`config.mk`:
```
export PLATFORM = sky130hd
export DESIGN_NAME = mips32_mem_arbiter_flat
export DESIGN_NICKNAME = d
export VERILOG_FILES = /design/src/rtl/mips32_mem_arbiter_if.sv /design/src/rtl/mips32_mem_arbiter.sv /design/src/flat_wrapper.sv
export SDC_FILE = /design/constraint.sdc
export NUM_CORES = 1
export LEC_CHECK = 0
export CAP_MARGIN = 0
export CORE_MARGIN = 3
export CORE_UTILIZATION = 30
export DETAILED_ROUTE_END_ITERATION = 16
export HOLD_SLACK_MARGIN = 0.15
export PLACE_DENSITY_LB_ADDON = 0.1
export SLEW_MARGIN = 25
export SYNTH_ARGS = -nofsm -noshare
export SYNTH_HDL_FRONTEND = slang
export SYNTH_SLANG_ARGS = --single-unit
```
`constraint.sdc`:
```
create_clock -name clk_1 -period 2.2 [get_ports clk_1]
set_clock_uncertainty 0.15 [all_clocks]
set_input_delay 0.44 -clock clk_1 [delete_from_list [all_inputs] [get_ports clk_1]]
set_output_delay 0.44 -clock clk_1 [all_outputs]
set_load 0.01 [all_outputs]
```
`src/rtl/mips32_mem_arbiter_if.sv`:
```
// mips32_mem_arbiter_if: fetch, data and memory-port signals shared by the arbiter and its neighbours
interface mips32_mem_arbiter_if #(
    parameter int AW = 9,
    parameter int DW = 32
);
    logic          if_req;
    logic [AW-1:0] if_addr;
    logic          if_gnt;
    logic          if_rvalid;
    logic [DW-1:0] if_rdata;
    logic          d_req;
    logic          d_we;
    logic [AW-1:0] d_addr;
    logic [DW-1:0] d_wdata;
    logic          d_gnt;
    logic          d_rvalid;
    logic [DW-1:0] d_rdata;
    logic          mem_en;
    logic          mem_we;
    logic [AW-1:0] mem_addr;
    logic [DW-1:0] mem_wdata;
    logic [DW-1:0] mem_rdata;
    logic          busy;

    modport slave (
        input  if_req, if_addr, d_req, d_we, d_addr, d_wdata, mem_rdata,
        output if_gnt, if_rvalid, if_rdata, d_gnt, d_rvalid, d_rdata,
               mem_en, mem_we, mem_addr, mem_wdata, busy
    );

    modport master (
        output if_req, if_addr, d_req, d_we, d_addr, d_wdata, mem_rdata,
        input  if_gnt, if_rvalid, if_rdata, d_gnt, d_rvalid, d_rdata,
               mem_en, mem_we, mem_addr, mem_wdata, busy
    );
endinterface

```
`src/rtl/mips32_mem_arbiter.sv`:
```
// mips32_mem_arbiter: single-port memory sequencer shared by fetch and data with a fetch starvation guard
module mips32_mem_arbiter #(
    parameter int AW       = 9,
    parameter int DW       = 32,
    parameter int MEM_LAT  = 2,
    parameter int MAX_WAIT = 4
) (
    input logic clk_1,
    input logic rst,
    mips32_mem_arbiter_if.slave bus
);
    typedef enum logic [1:0] {IDLE, ISSUE, WAIT, DONE} state_t;

    state_t        state_q, state_d;
    logic          owner_q, owner_d;
    logic          we_q, we_d;
    logic [3:0]    wait_q, wait_d;
    logic [3:0]    starve_q, starve_d;
    logic          mem_en_q, mem_en_d;
    logic          mem_we_q, mem_we_d;
    logic [AW-1:0] mem_addr_q, mem_addr_d;
    logic [DW-1:0] mem_wdata_q, mem_wdata_d;
    logic [DW-1:0] if_rdata_q, if_rdata_d;
    logic [DW-1:0] d_rdata_q, d_rdata_d;
    logic          idle, starved, d_gnt, if_gnt;

    assign idle    = state_q == IDLE && !rst;
    assign starved = starve_q == 4'(MAX_WAIT);
    assign d_gnt   = idle && bus.d_req && !(bus.if_req && starved);
    assign if_gnt  = idle && bus.if_req && !d_gnt;

    assign bus.if_gnt    = if_gnt;
    assign bus.d_gnt     = d_gnt;
    assign bus.if_rvalid = state_q == DONE && !owner_q && !rst;
    assign bus.d_rvalid  = state_q == DONE && owner_q && !rst;
    assign bus.if_rdata  = if_rdata_q;
    assign bus.d_rdata   = d_rdata_q;
    assign bus.mem_en    = mem_en_q;
    assign bus.mem_we    = mem_we_q;
    assign bus.mem_addr  = mem_addr_q;
    assign bus.mem_wdata = mem_wdata_q;
    assign bus.busy      = state_q != IDLE;

    // Arbitrate in IDLE, issue one memory strobe, count out the latency, then pulse the owner's rvalid
    always_comb begin
        state_d     = state_q;
        owner_d     = owner_q;
        we_d        = we_q;
        wait_d      = wait_q;
        starve_d    = starve_q;
        mem_en_d    = 1'b0;
        mem_we_d    = 1'b0;
        mem_addr_d  = mem_addr_q;
        mem_wdata_d = mem_wdata_q;
        if_rdata_d  = if_rdata_q;
        d_rdata_d   = d_rdata_q;
        case (state_q)
            IDLE: begin
                starve_d = (if_gnt || !bus.if_req) ? 4'd0 :
                           (d_gnt && !starved) ? starve_q + 4'd1 : starve_q;
                if (d_gnt || if_gnt) begin
                    state_d     = ISSUE;
                    owner_d     = d_gnt;
                    we_d        = d_gnt && bus.d_we;
                    mem_en_d    = 1'b1;
                    mem_we_d    = d_gnt && bus.d_we;
                    mem_addr_d  = d_gnt ? bus.d_addr : bus.if_addr;
                    mem_wdata_d = d_gnt ? bus.d_wdata : '0;
                end
            end
            ISSUE: begin
                state_d = WAIT;
                wait_d  = 4'(MEM_LAT - 1);
            end
            WAIT: begin
                if (wait_q == 4'd0) begin
                    state_d = DONE;
                    if (owner_q) d_rdata_d = we_q ? '0 : bus.mem_rdata;
                    else if_rdata_d = bus.mem_rdata;
                end else begin
                    wait_d = wait_q - 4'd1;
                end
            end
            default: state_d = IDLE;
        endcase
    end

    // State and datapath registers; reset abandons any transaction in flight
    always_ff @(posedge clk_1) begin
        if (rst) begin
            state_q     <= IDLE;
            owner_q     <= 1'b0;
            we_q        <= 1'b0;
            wait_q      <= '0;
            starve_q    <= '0;
            mem_en_q    <= 1'b0;
            mem_we_q    <= 1'b0;
            mem_addr_q  <= '0;
            mem_wdata_q <= '0;
            if_rdata_q  <= '0;
            d_rdata_q   <= '0;
        end else begin
            state_q     <= state_d;
            owner_q     <= owner_d;
            we_q        <= we_d;
            wait_q      <= wait_d;
            starve_q    <= starve_d;
            mem_en_q    <= mem_en_d;
            mem_we_q    <= mem_we_d;
            mem_addr_q  <= mem_addr_d;
            mem_wdata_q <= mem_wdata_d;
            if_rdata_q  <= if_rdata_d;
            d_rdata_q   <= d_rdata_d;
        end
    end
endmodule

```
`src/flat_wrapper.sv`:
```
// flat-port wrapper written by rule: the top's interface ports become plain ports
module mips32_mem_arbiter_flat 
#(
    parameter int AW       = 9,
    parameter int DW       = 32,
    parameter int MEM_LAT  = 2,
    parameter int MAX_WAIT = 4
)
  (clk_1, rst, bus_if_req, bus_if_addr, bus_d_req, bus_d_we, bus_d_addr, bus_d_wdata, bus_mem_rdata, bus_if_gnt, bus_if_rvalid, bus_if_rdata, bus_d_gnt, bus_d_rvalid, bus_d_rdata, bus_mem_en, bus_mem_we, bus_mem_addr, bus_mem_wdata, bus_busy);
  mips32_mem_arbiter_if #(.AW(AW), .DW(DW)) bus_i ();
  input logic clk_1;
  input logic rst;
  input wire logic [$bits(bus_i.if_req)-1:0] bus_if_req;
  input wire logic [$bits(bus_i.if_addr)-1:0] bus_if_addr;
  input wire logic [$bits(bus_i.d_req)-1:0] bus_d_req;
  input wire logic [$bits(bus_i.d_we)-1:0] bus_d_we;
  input wire logic [$bits(bus_i.d_addr)-1:0] bus_d_addr;
  input wire logic [$bits(bus_i.d_wdata)-1:0] bus_d_wdata;
  input wire logic [$bits(bus_i.mem_rdata)-1:0] bus_mem_rdata;
  output wire logic [$bits(bus_i.if_gnt)-1:0] bus_if_gnt;
  output wire logic [$bits(bus_i.if_rvalid)-1:0] bus_if_rvalid;
  output wire logic [$bits(bus_i.if_rdata)-1:0] bus_if_rdata;
  output wire logic [$bits(bus_i.d_gnt)-1:0] bus_d_gnt;
  output wire logic [$bits(bus_i.d_rvalid)-1:0] bus_d_rvalid;
  output wire logic [$bits(bus_i.d_rdata)-1:0] bus_d_rdata;
  output wire logic [$bits(bus_i.mem_en)-1:0] bus_mem_en;
  output wire logic [$bits(bus_i.mem_we)-1:0] bus_mem_we;
  output wire logic [$bits(bus_i.mem_addr)-1:0] bus_mem_addr;
  output wire logic [$bits(bus_i.mem_wdata)-1:0] bus_mem_wdata;
  output wire logic [$bits(bus_i.busy)-1:0] bus_busy;
  assign bus_i.if_req = bus_if_req;
  assign bus_i.if_addr = bus_if_addr;
  assign bus_i.d_req = bus_d_req;
  assign bus_i.d_we = bus_d_we;
  assign bus_i.d_addr = bus_d_addr;
  assign bus_i.d_wdata = bus_d_wdata;
  assign bus_i.mem_rdata = bus_mem_rdata;
  assign bus_if_gnt = bus_i.if_gnt;
  assign bus_if_rvalid = bus_i.if_rvalid;
  assign bus_if_rdata = bus_i.if_rdata;
  assign bus_d_gnt = bus_i.d_gnt;
  assign bus_d_rvalid = bus_i.d_rvalid;
  assign bus_d_rdata = bus_i.d_rdata;
  assign bus_mem_en = bus_i.mem_en;
  assign bus_mem_we = bus_i.mem_we;
  assign bus_mem_addr = bus_i.mem_addr;
  assign bus_mem_wdata = bus_i.mem_wdata;
  assign bus_busy = bus_i.busy;
  mips32_mem_arbiter #(.AW(AW), .DW(DW), .MEM_LAT(MEM_LAT), .MAX_WAIT(MAX_WAIT)) u_core (.clk_1(clk_1), .rst(rst), .bus(bus_i));
endmodule
```
==> results.md, run 1 <==
- The first TritonRoute pass finished after 4 iterations.
- The number of distinct library cells after synthesis is 42.
- The flow ran to the end, and the final reports show no timing, DRC or antenna violations.
- The first global-routing pass estimated 21800 um of wire.
- The initial antenna violation count is 0.
- The effective utilization at floorplan is 31.2%.
- The highest-delay cell along the critical path is sky130_fd_sc_hd__clkdlybuf4s50_1.
- The critical setup path kind is in2out.
- When the netlist entered floorplanning its net count stood at 593.
- The count of pins on the block boundary is 199.
- The initialized floorplan defines 44 standard-cell rows.
- Traced cell by cell, the critical path runs through clkdlybuf4s50_1, nand4b_1, buf_4, nand2_2, and3_4, buf_6.
- Compared with the post-synthesis result, the final layout area differs by 61.9%.
- After global routing the overflow that remains totals 0.
- The top cell type by area accounts for 51.6% of the synthesized area.
- For this run, the total global-route usage over all layers was measured as 16.5%.
- The type of the most critical hold path is in2reg.
- The max-cap check violation count is 0.
- The final wirelength is 14100 um.
- By area the synthesized netlist is led by sky130_fd_sc_hd__dfxtp_1 (52%), sky130_fd_sc_hd__nand2_1 (9.3%), sky130_fd_sc_hd__a21oi_1 (7.4%), sky130_fd_sc_hd__a22o_1 (6.1%), sky130_fd_sc_hd__nand3b_1 (3.9%).
- The core occupancy in the finished layout is 50.5%.
- For this run, design rule violations remaining after detail routing come to 0.
- During synthesis, Yosys emitted a total of 0 warnings.
- After filler insertion, the fill cell instance count of the layout stands at 1368.
- Entering global routing, the biggest net connects 41 pins.
- The clock insertion delay at the later pin of the skew report is 410 ps.
- The cell leakage power is 2.79 nW.
- Hold timing on the final database bottoms out at a slack of 294 ps.
- Of the cells placed in the final design, the portion with a size suffix greater than 1 is 13.4%.
- Clock tree synthesis inserted a total of 17 buffers.
- Counting both buffers and inverters, the worst setup path holds a total of 3.
- The maximum number of buffers from clock root to sink is 2.
- The slew at the pin closest to its max-slew limit is 473 ps.
- The starting DRC count in detailed routing is 190.
- The area of the die is 0.0169 sq mm.
- The floorplan step defined a core boundary enclosing 0.0148 sq mm.
- The synthesized netlist occupies a cell area of 0.00462 sq mm.
- The estimated wirelength of the detail-placed design is 9940 um.
- The delay of the slowest cell on the worst path is 480 ps.
- The kind of end point of the critical path is an output pin.
- For this run, the top clock speed supported by timing is 0.460 GHz.
- The count of final hold-check violations is 0.
- The type of origin of the critical path is a primary input.
- The floorplan step set the die width to 130 um.
- The cell sitting at the root of the clock tree is a sky130_fd_sc_hd__clkbuf_16.
- STA puts the critical path data required time at 1610 ps.
- The maximum resistive drop on vdd is 0.544 mV.
- The number of nets in the layout is 801.
- In the final routed layout, each cell accounts on average for 15.6 um.
- The final critical path takes up 98.8% of the cycle.
- The routed via count is 4244.
- The count of endpoints failing setup in the final report is 0.
- From bottom edge to top edge, the die measures 130 um.
- The number of global-route vias before repair came to 4020.
- The time the worst path needs with I/O delays and setup is 2170 ps.
- The number of vias per cell after detailed routing is 4.70.
- The sequential cell area fraction in the yosys report is 51.6%.
- The mean area per synthesized cell is 9.27 sq um.
- The count of clock tree sinks is 119.
- The count of pins over their slew limit is 0.
- The endpoint arrival time on the critical path is 1580 ps.
- The number of nets with antenna violations after detailed routing is 0.
- The worst pin sits at a relative slew slack of 68.5%.
- The cell family contributing the most delay on the critical path is buffers and inverters.
- The antenna diode count is 0.
- The total of buffers placed on input and output ports is 198.
- Setup repair after global routing could not meet its margin everywhere.
- The final weighted congestion in routability-driven placement is 0.793.
- Clock-pin slew was measured on the worst setup and hold paths at 60 ps.
- TritonCTS built the clock tree.
- The H-tree generated during clock tree synthesis spans 4 levels.
- In this run the worst path has a maximum fanout of 2.
- The total power per unit cell area is 1020 mW/mm^2.
- The cell count after synthesis is 498.
- The leading area contributor after synthesis is sky130_fd_sc_hd__dfxtp_1.
- The count of state elements after synthesis is 119.
## flip-flops by register name (all words and copies together) (netlist names)
| register | flops |
|---|---|
| u_core.bus.mem_en | 1 |
| u_core.starve_q | 4 |
| u_core.we_q | 1 |
| u_core.owner_q | 1 |
| u_core.bus.if_rdata | 32 |
| u_core.wait_q | 4 |
| u_core.bus.mem_addr | 9 |
| u_core.bus.mem_we | 1 |
| u_core.state_q | 2 |
| u_core.bus.d_rdata | 32 |
| u_core.bus.mem_wdata | 32 |
## power breakdown
group,switching [mW],internal (mW),total (mW)
combinational,1.04,1.14,2.18
clock,1.00,1.81,2.81
sequential,0.178,2.48,2.66
## through the flow
step                      worst slack, ps  TNS (ps)  cell area [sq um]  power [mW]  cells
final                                26.5         0               7480        7.64    903
after CTS                           -26.5     -26.5               7450        7.74    902
after detailed placement             -273      -538               6840        4.89    869
after global placement               -263      -514               6840        4.85    869
after floorplan                       403         0               4620        3.76    498
after global routing                -46.8     -71.9               7480        8.06    903
## metal layers
metal	part of all wire, %	vias to the layer above	routed length [um]	track usage, %
li1	-	2131	-	-
met1	44	1983	6190	21.1
met2	49	114	6890	26.7
met3	5.4	16	760	4.75
met4	1.6	0	222	6.05
met5	0	-	0	0
## worst min-delay path, cell delays in order
cell	delay [ps]
sky130_fd_sc_hd__buf_4	130
sky130_fd_sc_hd__buf_4	180
sky130_fd_sc_hd__a211oi_1	60
## Yosys cell counts
library cell / n
sky130_fd_sc_hd__a22o_1: 32
sky130_fd_sc_hd__nor3_1: 2
sky130_fd_sc_hd__nand2b_1: 4
sky130_fd_sc_hd__nand3b_2: 6
sky130_fd_sc_hd__buf_12: 1
sky130_fd_sc_hd__a21oi_1: 68
sky130_fd_sc_hd__o21ai_0: 7
sky130_fd_sc_hd__and2_4: 1
sky130_fd_sc_hd__or3_1: 1
sky130_fd_sc_hd__a31oi_1: 1
sky130_fd_sc_hd__nand3b_1: 24
sky130_fd_sc_hd__and2_1: 1
sky130_fd_sc_hd__and3b_1: 1
sky130_fd_sc_hd__o21ai_1: 1
sky130_fd_sc_hd__nor4_1: 1
sky130_fd_sc_hd__ha_1: 8
sky130_fd_sc_hd__a221oi_1: 1
sky130_fd_sc_hd__nor3b_1: 1
sky130_fd_sc_hd__clkbuf_1: 13
sky130_fd_sc_hd__buf_4: 1
sky130_fd_sc_hd__nor2_2: 2
sky130_fd_sc_hd__nand2_1: 114
sky130_fd_sc_hd__nor2_1: 16
sky130_fd_sc_hd__nand3_1: 2
sky130_fd_sc_hd__o31ai_1: 1
sky130_fd_sc_hd__nor2b_1: 4
sky130_fd_sc_hd__o31a_1: 1
sky130_fd_sc_hd__nor2_4: 1
sky130_fd_sc_hd__nand3b_4: 4
sky130_fd_sc_hd__a21o_1: 1
sky130_fd_sc_hd__buf_6: 6
sky130_fd_sc_hd__o21a_1: 2
sky130_fd_sc_hd__a211oi_1: 10
sky130_fd_sc_hd__and4bb_4: 1
sky130_fd_sc_hd__buf_1: 1
sky130_fd_sc_hd__and3_1: 3
sky130_fd_sc_hd__nand4b_1: 1
sky130_fd_sc_hd__buf_2: 14
sky130_fd_sc_hd__dfxtp_1: 119
sky130_fd_sc_hd__inv_1: 9
sky130_fd_sc_hd__a21oi_2: 10
sky130_fd_sc_hd__mux2i_1: 1
## cell families after synthesis
group / Yosys count / share of synthesized area (%)
compound gates: 135 / 19.0
mux: 1 / 0.217
flops: 119 / 51.6
buf+inv: 45 / 5.45
simple gates: 190 / 21.6
fa+ha+maj: 8 / 2.17
## what timing repair did
item / 4_1_cts / 5_1_grt
resized for setup: 16 / 7
pin swaps: 1 / 4
endpoints found under the hold margin: 0 / 0
setup endpoints to repair: 5 / 4
setup buffers: 1 / 1
hold buffers: 0 / 0
## worst paths after layout
kind / endpoint / slack (ps) / cells after the start / from
setup / recovery: bus_if_gnt / 30 / 6 / bus_if_req
hold / removal: u_core.bus.mem_addr[2] / 290 / 3 / rst
setup reg to reg: u_core.bus.d_rdata[23] / 280 / 7 / u_core.state_q[0]
hold reg to reg: u_core.bus.d_rdata[0] / 300 / 2 / u_core.bus.d_rdata[0]
## final cells by class
cell class,count,area (sq um),area share (%)
flip-flops and latches,119,2380,31.9
repair buffers,225,2210,29.6
multi-input cells,334,2020,27.0
clock buffers,20,447,5.97
well taps,184,230,3.08
clock inverters,12,151,2.03
inverters,9,33.8,0.452
## placed cells by master (no fill, tap or decap), types with 3 or more instances in the layout
cell type,Yosys,final
sky130_fd_sc_hd__clkdlybuf4s50_1,0,192
sky130_fd_sc_hd__dfxtp_1,119,117
sky130_fd_sc_hd__nand2_1,114,113
sky130_fd_sc_hd__a21oi_1,68,68
sky130_fd_sc_hd__a22o_1,32,32
sky130_fd_sc_hd__buf_4,1,25
sky130_fd_sc_hd__nand3b_1,24,24
sky130_fd_sc_hd__clkbuf_16,0,17
sky130_fd_sc_hd__nor2_1,16,16
sky130_fd_sc_hd__a211oi_1,10,10
sky130_fd_sc_hd__a21oi_2,10,10
sky130_fd_sc_hd__inv_1,9,7
sky130_fd_sc_hd__o21ai_0,7,7
sky130_fd_sc_hd__nand3b_2,6,6
sky130_fd_sc_hd__ha_1,8,6
sky130_fd_sc_hd__nand2b_1,4,4
sky130_fd_sc_hd__nand3b_4,4,4
sky130_fd_sc_hd__clkinv_2,0,4
sky130_fd_sc_hd__bufinv_16,0,3
sky130_fd_sc_hd__dlygate4sd2_1,0,3
sky130_fd_sc_hd__buf_12,1,3
Note: power is estimated with default switching activity, not from simulation.
==> run 2: changes to the inputs <==
--- a/config.mk
+++ b/config.mk
@@ -11,7 +11,7 @@
 export DETAILED_ROUTE_END_ITERATION = 16
 export HOLD_SLACK_MARGIN = 0.15
 export PLACE_DENSITY_LB_ADDON = 0.1
-export SLEW_MARGIN = 25
+export SLEW_MARGIN = 40
 export SYNTH_ARGS = -nofsm -noshare
 export SYNTH_HDL_FRONTEND = slang
 export SYNTH_SLANG_ARGS = --single-unit
==> results of run 2 <==
The final DEF is identical to that of run 1; final timing and power are the same.
